[src/rtl/axis_multichannel_dsm_dac.sv]
`timescale 1ns / 1ps
`default_nettype none
// ============================================================================
// Module   : axis_multichannel_dsm_dac
// Purpose  : Multi-channel 1st/2nd-order saturating delta-sigma modulator fed
//            by AXI-Stream PCM frames, each frame held for OSR steps.
// Revision : 1.0
// ============================================================================
module axis_multichannel_dsm_dac #(
  parameter int WIDTH     = 16,
  parameter int CHANNELS  = 2,
  parameter int OSR       = 64,
  parameter int EXT_ACC_1 = 2,
  parameter int EXT_ACC_2 = 8
) (
  input  logic                      aclk,
  input  logic                      arst_n,
  input  logic                      order_sel,
  input  logic [CHANNELS*WIDTH-1:0] s_axis_data_tdata,
  input  logic                      s_axis_data_tvalid,
  output logic                      s_axis_data_tready,
  output logic [CHANNELS-1:0]       m_axis_data_tdata,
  output logic                      m_axis_data_tvalid,
  output logic                      underrun
);

  localparam int A1    = WIDTH + EXT_ACC_1;
  localparam int A2    = WIDTH + EXT_ACC_2;
  localparam int S1    = A1 + 2;
  localparam int S2    = ((A1 > A2) ? A1 : A2) + 2;
  localparam int CNT_W = $clog2(OSR);
  localparam logic [CNT_W-1:0] CNT_LAST = CNT_W'(OSR - 1);

  typedef enum logic [0:0] {
    ST_IDLE = 1'b0,
    ST_RUN  = 1'b1
  } state_t;

  state_t                    state_q, state_d;
  logic [CNT_W-1:0]          cnt_q, cnt_d;
  logic [CHANNELS*WIDTH-1:0] hold_q, hold_d;
  logic [CHANNELS*WIDTH-1:0] active_q, active_d;
  logic                      hold_full_q, hold_full_d;
  logic                      order_q, order_d;
  logic                      tready_q, tready_d;
  logic                      tvalid_q, tvalid_d;
  logic                      underrun_q, underrun_d;
  logic                      accept;
  logic                      load;
  logic                      step;

  always_comb begin
    state_d     = state_q;
    cnt_d       = cnt_q;
    hold_d      = hold_q;
    hold_full_d = hold_full_q;
    active_d    = active_q;
    order_d     = order_q;
    underrun_d  = 1'b0;
    load        = 1'b0;
    step        = 1'b0;
    accept      = s_axis_data_tvalid & tready_q;

    case (state_q)
      ST_IDLE: begin
        if (hold_full_q) begin
          load    = 1'b1;
          state_d = ST_RUN;
          cnt_d   = '0;
        end
      end
      ST_RUN: begin
        step = 1'b1;
        // The boundary step still runs on the old frame; the swap lands after it.
        if (cnt_q == CNT_LAST) begin
          cnt_d = '0;
          if (hold_full_q) begin
            load = 1'b1;
          end else begin
            underrun_d = 1'b1;
          end
        end else begin
          cnt_d = cnt_q + CNT_W'(1);
        end
      end
      default: state_d = ST_IDLE;
    endcase

    if (load) begin
      active_d    = hold_q;
      order_d     = order_sel;
      hold_full_d = 1'b0;
    end
    if (accept) begin
      hold_d      = s_axis_data_tdata;
      hold_full_d = 1'b1;
    end

    tready_d = ~hold_full_d;
    tvalid_d = tvalid_q | step;
  end

  always_ff @(posedge aclk) begin
    if (!arst_n) begin
      state_q     <= ST_IDLE;
      cnt_q       <= '0;
      hold_q      <= '0;
      hold_full_q <= 1'b0;
      active_q    <= '0;
      order_q     <= 1'b0;
      tready_q    <= 1'b0;
      tvalid_q    <= 1'b0;
      underrun_q  <= 1'b0;
    end else begin
      state_q     <= state_d;
      cnt_q       <= cnt_d;
      hold_q      <= hold_d;
      hold_full_q <= hold_full_d;
      active_q    <= active_d;
      order_q     <= order_d;
      tready_q    <= tready_d;
      tvalid_q    <= tvalid_d;
      underrun_q  <= underrun_d;
    end
  end

  assign s_axis_data_tready = tready_q;
  assign m_axis_data_tvalid = tvalid_q;
  assign underrun           = underrun_q;

  for (genvar c = 0; c < CHANNELS; c++) begin : g_ch
    logic signed [A1-1:0] acc1_q, acc1_d, acc1_sat;
    logic signed [A2-1:0] acc2_q, acc2_d, acc2_sat;
    logic                 y_q, y_d;
    logic signed [S1-1:0] x_ext, acc1_ext, fb1, sum1;
    logic signed [S2-1:0] acc2_ext, acc1n_ext, fb2, sum2;

    always_comb begin
      x_ext    = {{(S1-WIDTH){active_q[c*WIDTH+WIDTH-1]}}, active_q[c*WIDTH +: WIDTH]};
      acc1_ext = {{(S1-A1){acc1_q[A1-1]}}, acc1_q};
      fb1      = y_q ? {{(S1-WIDTH){1'b0}}, 1'b1, {(WIDTH-1){1'b0}}}
                     : {{(S1-WIDTH+1){1'b1}}, {(WIDTH-1){1'b0}}};
      sum1     = acc1_ext + x_ext - fb1;

      // In range when the guard bits all agree with the target sign bit.
      if ((&sum1[S1-1:A1-1]) || (~|sum1[S1-1:A1-1])) begin
        acc1_sat = sum1[A1-1:0];
      end else if (sum1[S1-1]) begin
        acc1_sat = {1'b1, {(A1-1){1'b0}}};
      end else begin
        acc1_sat = {1'b0, {(A1-1){1'b1}}};
      end

      acc2_ext  = {{(S2-A2){acc2_q[A2-1]}}, acc2_q};
      acc1n_ext = {{(S2-A1){acc1_sat[A1-1]}}, acc1_sat};
      fb2       = y_q ? {{(S2-WIDTH){1'b0}}, 1'b1, {(WIDTH-1){1'b0}}}
                      : {{(S2-WIDTH+1){1'b1}}, {(WIDTH-1){1'b0}}};
      sum2      = acc2_ext + acc1n_ext - fb2;

      if ((&sum2[S2-1:A2-1]) || (~|sum2[S2-1:A2-1])) begin
        acc2_sat = sum2[A2-1:0];
      end else if (sum2[S2-1]) begin
        acc2_sat = {1'b1, {(A2-1){1'b0}}};
      end else begin
        acc2_sat = {1'b0, {(A2-1){1'b1}}};
      end

      acc1_d = acc1_q;
      acc2_d = acc2_q;
      y_d    = y_q;
      if (step) begin
        acc1_d = acc1_sat;
        if (order_q) begin
          acc2_d = acc2_sat;
          y_d    = ~acc2_sat[A2-1];
        end else begin
          acc2_d = '0;
          y_d    = ~acc1_sat[A1-1];
        end
      end
    end

    always_ff @(posedge aclk) begin
      if (!arst_n) begin
        acc1_q <= '0;
        acc2_q <= '0;
        y_q    <= 1'b0;
      end else begin
        acc1_q <= acc1_d;
        acc2_q <= acc2_d;
        y_q    <= y_d;
      end
    end

    assign m_axis_data_tdata[c] = y_q;
  end

endmodule
`default_nettype wire
[config.mk]
export PLATFORM = sky130hd
export DESIGN_NAME = axis_multichannel_dsm_dac
export DESIGN_NICKNAME = d
export VERILOG_FILES = /design/src/rtl/axis_multichannel_dsm_dac.sv
export SDC_FILE = /design/constraint.sdc
export NUM_CORES = 1
export LEC_CHECK = 0
export CAP_MARGIN = 20
export CORE_ASPECT_RATIO = 1.4
export CORE_UTILIZATION = 63
export DETAILED_ROUTE_END_ITERATION = 8
export GPL_TIMING_DRIVEN = 0
export PLACE_DENSITY = 0.83
export SLEW_MARGIN = 20
export SYNTH_ARGS = -nofsm -noshare
export SYNTH_HDL_FRONTEND = slang
export SYNTH_SLANG_ARGS = --single-unit
export TNS_END_PERCENT = 50
[constraint.sdc]
create_clock -name aclk -period 7.6 [get_ports aclk]
set_input_delay 1.52 -clock aclk [delete_from_list [all_inputs] [get_ports aclk]]
set_output_delay 1.52 -clock aclk [all_outputs]
set_load 0.01 [all_outputs]
==> flow_summary.ini <==
[power]
powerDensity_nw_per_um2 = 385.9
ir_drop_v = 0.0003822
comb_power_share_pct = 66.3
p_seq_share_pct = 16.8
leakagePower_uw = 0.006137
total_power_uw = 5363
p_sw_uw = 2557
clockPowerShare_pct = 16.9
swShare_pct = 47.67
power.internal_uw = 2806

[cells_and_area]
drive_gt1_share_pct = 4.594
insertedDiodeCount = 0
area.growth.synth_to_final_pct = 10.50
final_nets = 1890
layoutNonFillerInstCount = 1946
fin_area_um2 = 13900

[yosys]
syn_area_um2 = 12580
ys_types = 79
synthTopCellsByCount = inv_1 (231), nand2_1 (221), dfxtp_1 (162), ha_1 (149), nor2_1 (94)
yosys.area.top_type = dfxtp_1
synth_area_leaders = dfxtp_1 (26%), ha_1 (15%), inv_1 (6.9%)
ys_ff_latch = 162
syn_area_per_cell_um2 = 7.729
syn_inst = 1627
synth_edf_count = 0
async_reset_ff_share_pct = 0
syn-num-nets = 1832
yosys.area.top_type_share_pct = 25.79
seq_area_frac_synth_pct = 25.79
yosysWarningCount = 0
synth_most_common_cell = inv_1
synthFlopType = dfxtp_1

[floorplan]
rows = 60
fp.dieW_um = 121.4
die_y_um = 169.2
core_area_um2 = 19370
pin_count = 41
dieArea_um2 = 20540
start_util_pct = 64.93

[sta]
clock_skew_ns = 0.01291
slew-limit-headroom_pct = 45.22
grt_setup_unrepaired = no
finalCritPeriodShare_pct = 91.31
tns_ns = 0
final.setup.worst_slack_ns = 0.6602
worstMarginPinSlew_ns = 0.8191
period_needed_ns = 6.940
setup_violations = 0
fmax_mhz = 144.1
drv_slew = 0
hold_viol = 0

[routing]
post_drt_wl_per_cell_um = 15.48
drtIter0Drc = 571
drt-pass1-iter-count = 5
ant_nets = 0
vias = 11320
route.detailed.drc = 0
wl_mm = 30.12
via_per_inst = 5.819

[placement]
place_ws_ns = 0.5251
place_congestion = 0.9041
dp.cells = 1914
io_buffers = 39
hpwl_mm = 22.61
dpl_cell_area_um2 = 13280

[clock_network]
path_clk_slew_ns = 0.07
clkSinkCount = 162
clk_path_buf_depth = 2
htree_levels = 4
cts_buffers = 17
clk_latency_ns = 0.45
cts_tree = yes
post_cts_buffers = 0
clockRootBuffer = clkbuf_16

[global_route]
grt_pass1_vias = 11300
grt_max_degree = 19
grt_pass1_wl_mm = 50.36
antenna_found_initial = 0
overflow = 0
grtUsageTotal_pct = 30.41

[critical_path]
start_kind = flop
crit_type = reg -> reg
crit_arrival_ns = 7.29
end_kind = flop
crit_family = compound AO/OA/AOI/OAI gates
crit_slowest_cell = dfxtp_1
critPathBufInv = 6
cp_max_fo = 11
critPathMaxStageDelay_ns = 0.79
worst-endpoint-required_ns = 7.95

[run]
drv_cap = 0

[worst_hold_path]
hp-class = reg -> reg

[outcome]
status = complete, no violations
## sequential cells by signal, summed over array words and instances, names as in the netlist, 2 cells and up
signal,flops
g_ch.acc2_q,48
hold_q,32
active_q,32
cnt_q,6
g_ch.acc1_q,36
g_ch.y_q,2
## power by group through the flow
stage	Clock, uW	Sequential [uW]	Combinational (uW)
4_1_cts	914	899	3520
3_3_place_gp	0	918	3380
2_1_floorplan	0	913	2780
6_report	907	899	3560
3_5_place_dp	0	919	3460
5_1_grt	949	904	3960
## routing by layer
metal | track usage (%) | routed length [um]
met5 | 0 | 0
met4 | 17.02 | 1286
met3 | 4.200 | 896
met2 | 56.65 | 15900
met1 | 32.29 | 12030
## final timing paths
path	start	to	slack [ns]	cells after the start
setup / recovery	g_ch[1].y_q	g_ch[1].acc2_q[10]	0.66	26
hold / removal	g_ch[0].acc1_q[10]	g_ch[0].acc1_q[10]	0.45	2
setup reg to reg	g_ch[1].y_q	g_ch[1].acc2_q[10]	0.66	26
hold reg to reg	g_ch[0].acc1_q[10]	g_ch[0].acc1_q[10]	0.45	2
## per-stage QoR
stage / utilization [%] / hold WS [ns]
after floorplan: - / 0.4250
after CTS: 71.70 / 0.4535
after global placement: 68.55 / 0.4346
after global routing: 71.74 / 0.4768
final: 71.74 / 0.4517
after detailed placement: 68.55 / 0.4417
## final cells by class
cell class,instances,area [um^2]
Inverter,232,870.8
Fill cell,1561,5473
Tap cell,248,310.3
Timing Repair Buffer,39,390.4
Buffer,70,284.0
Sequential cell,162,3244
Multi-Input combinational cell,1163,8185
Clock buffer,17,425.4
Clock inverter,15,185.2
## worst min-delay path, stage by stage, from the launching register on
cell     delay (ns)
dfxtp_1        0.32
nand2_1        0.04
o21ai_0        0.05
## cells in the final DEF, fill, tap and decap left out, types with 14 or more instances in the layout
cell             netlist  final
a21boi_0              69     69
a21o_1                36     36
a21oi_1               81     81
a221o_1               20     20
a31oi_1               14     14
and3_1                14     14
clkbuf_1              55     55
clkbuf_16              0     17
clkdlybuf4s50_1        0     39
dfxtp_1              162    161
fa_1                  20     20
ha_1                 149    149
inv_1                231    231
nand2_1              221    221
nand2b_1              20     20
nand3_1               29     29
nor2_1                94     94
nor2b_1               23     23
nor3_1                25     25
o21a_1                14     14
o21ai_0               86     86
o21ai_1               15     15
xnor2_1               42     42
xor2_1                26     26
## kinds of logic after synthesis
family | synth area share (%)
mux | 0.4776
flops | 25.79
xor+xnor | 4.736
buf+inv | 9.183
fa+ha+maj | 18.01
simple gates | 17.65
compound gates | 24.16
## repair_timing
action                                  4_1_cts  5_1_grt
resized for setup                             0        1
endpoints found under the setup margin        0       21
hold buffers                                  0        0
endpoints found under the hold margin         0        0
(Power assumes the default switching activity.)
==> patch (config.mk and constraints unchanged) <==
Set the parameter `WIDTH` to 20 (it was 16).
--- a/src/rtl/axis_multichannel_dsm_dac.sv
+++ b/src/rtl/axis_multichannel_dsm_dac.sv
@@ -8,5 +8,5 @@
 // ============================================================================
 module axis_multichannel_dsm_dac #(
-  parameter int WIDTH     = 16,
+  parameter int WIDTH     = 20,
   parameter int CHANNELS  = 2,
   parameter int OSR       = 64,
Ports: changed (resized s_axis_data_tdata); port bits go from 41 to 49. The function was not compared with the original's and may differ.
==> patch against the original RTL <==
Hold slack improved by 0.0055 ns; design area increased by 19%; sequential cell count increased by 32; routed wire length increased by 27%; area after synthesis increased by 19%; core utilization decreased by 0.80 points; clock skew increased by 0.0019 ns; total power increased by 45%; setup slack got worse by 0.17 ns; fmax decreased by 2.4%; sequential power increased by 21%; clock power increased by 2.4%; count of clock-buffer cells in the layout increased by 1; largest power group unchanged; highest routed layer unchanged.
==> patch: results (changes against the original RTL) <==
[yosys]
synth_xor_area_frac = 0.0478  ; +0.000487
muxShareOfSynthArea = 0.00342  ; -0.00136
yosysSeqAreaShare = 0.259  ; +0.000847
synthCells = 2039  ; +25%
synth.distinct_cells = 84  ; +6.3%
syn_nets = 2284  ; +25%
synth_compound_area_frac = 0.220  ; -0.0214
synth_common_cells = nand2_1 (306), inv_1 (305), a21oi_1 (194), dfxtp_1 (194), ha_1 (181)
synth_area_leaders = dfxtp_1 (26%), ha_1 (15%), nand2_1 (7.7%)
yosys.area_share.adder = 0.178  ; -0.00254

[final_layout]
seq_share = 0.235  ; +0.00168
nonClkBufAreaFrac = 0.0526  ; +0.00403
sequential_cell_total = 194  ; +20%
inv_count = 307  ; +32%
clkCellAreaFrac = 0.0372  ; -0.00675
final_layout_size_suffix_gt1_frac = 0.0444  ; -0.00155
synthToLayoutAreaGrowth_pct = 10.1
multi_input_area_um2 = 9620  ; +18%
reg_top3 = g_ch.acc2_q (56), g_ch.acc1_q (44)
nets = 2350  ; +24%
nFillCells = 1913  ; +23%
nClkBuffers = 18  ; +1
multi_input_gates = 1448  ; +25%
buffers = 137  ; +26%
num_antenna_cells = 0  ; unchanged

[global_routing]
grt_use_met2 = 0.613  ; +0.0468
grt_pass1_wl_mm = 62.4  ; +24%
grt.met3_usage = 0.0371  ; -0.00487
grt_max_degree = 22  ; +3
met1_usage = 0.319  ; -0.00348
grt_use_total = 0.316  ; +0.0117

[power]
leakage_uw = 0.00733  ; +20%
vdd_drop_max_uv = 482  ; +26%
p_sw_uw = 3940  ; +54%

[placement]
hpwlAfterDp_mm = 30.0  ; +33%
dpl.cell_count = 2392  ; +25%
place_area_um2 = 15900  ; +19%
port-buffer-count = 47  ; +21%
gp_congestion = 0.929  ; +2.7%
pre_cts_ws_ns = 0.144  ; -0.381 ns

[floorplan]
taps = 306  ; +23%

[drt]
wl_met1_mm = 14.9  ; +24%
met2_length_mm = 20.2  ; +27%
vias = 14000  ; +24%
drt_iter0_markers = 726  ; +27%
wl_met3_um = 984  ; +9.8%
wirelength_mm = 38.1  ; +27%
via_per_inst = 5.78  ; -0.64%

[worst_setup_path]
crit_slowest_cell = nor4_1
arrival_ns = 7.46  ; +0.17 ns
critPathMaxStageDelay_ns = 0.48  ; -0.31 ns

[timing]
slew-limit-headroom = 0.376  ; -0.0758
finClkSkew_ns = 0.0148  ; +0.00188 ns

[clock_tree]
clock_latency_ns = 0.46
clk_pin_slew_ns = 0.09  ; +0.02 ns

[run_status]
run_status = finished clean

## patch: cell types whose count changed after synthesis, sizes merged, moves of 19 or more
cell | before | now
inv | 231 | 306
a31oi | 15 | 35
a221o | 20 | 1
nand2 | 221 | 306
nor2 | 94 | 136
a21boi | 70 | 3
a21oi | 83 | 197
dfxtp | 162 | 194
o21ai | 102 | 129
ha | 149 | 181
## patch: power by group through the flow
stage,clock network [uW],logic [uW],registers (uW)
6_report,929,5750,1090
5_1_grt,972,6370,1090
4_1_cts,927,5670,1090
3_5_place_dp,0,5620,1110
3_3_place_gp,0,5460,1110
2_1_floorplan,0,4390,1100
## patch: worst paths after layout
| path | from | to | slack [ns] | depth (start not counted) |
|---|---|---|---|---|
| max reg2reg | g_ch[0].acc1_q[6] | g_ch[0].acc2_q[22] | 0.49 | 29 |
| max | g_ch[0].acc1_q[6] | g_ch[0].acc2_q[22] | 0.49 | 29 |
| min reg2reg | hold_q[31] | hold_q[31] | 0.46 | 2 |
| min | hold_q[31] | hold_q[31] | 0.46 | 2 |
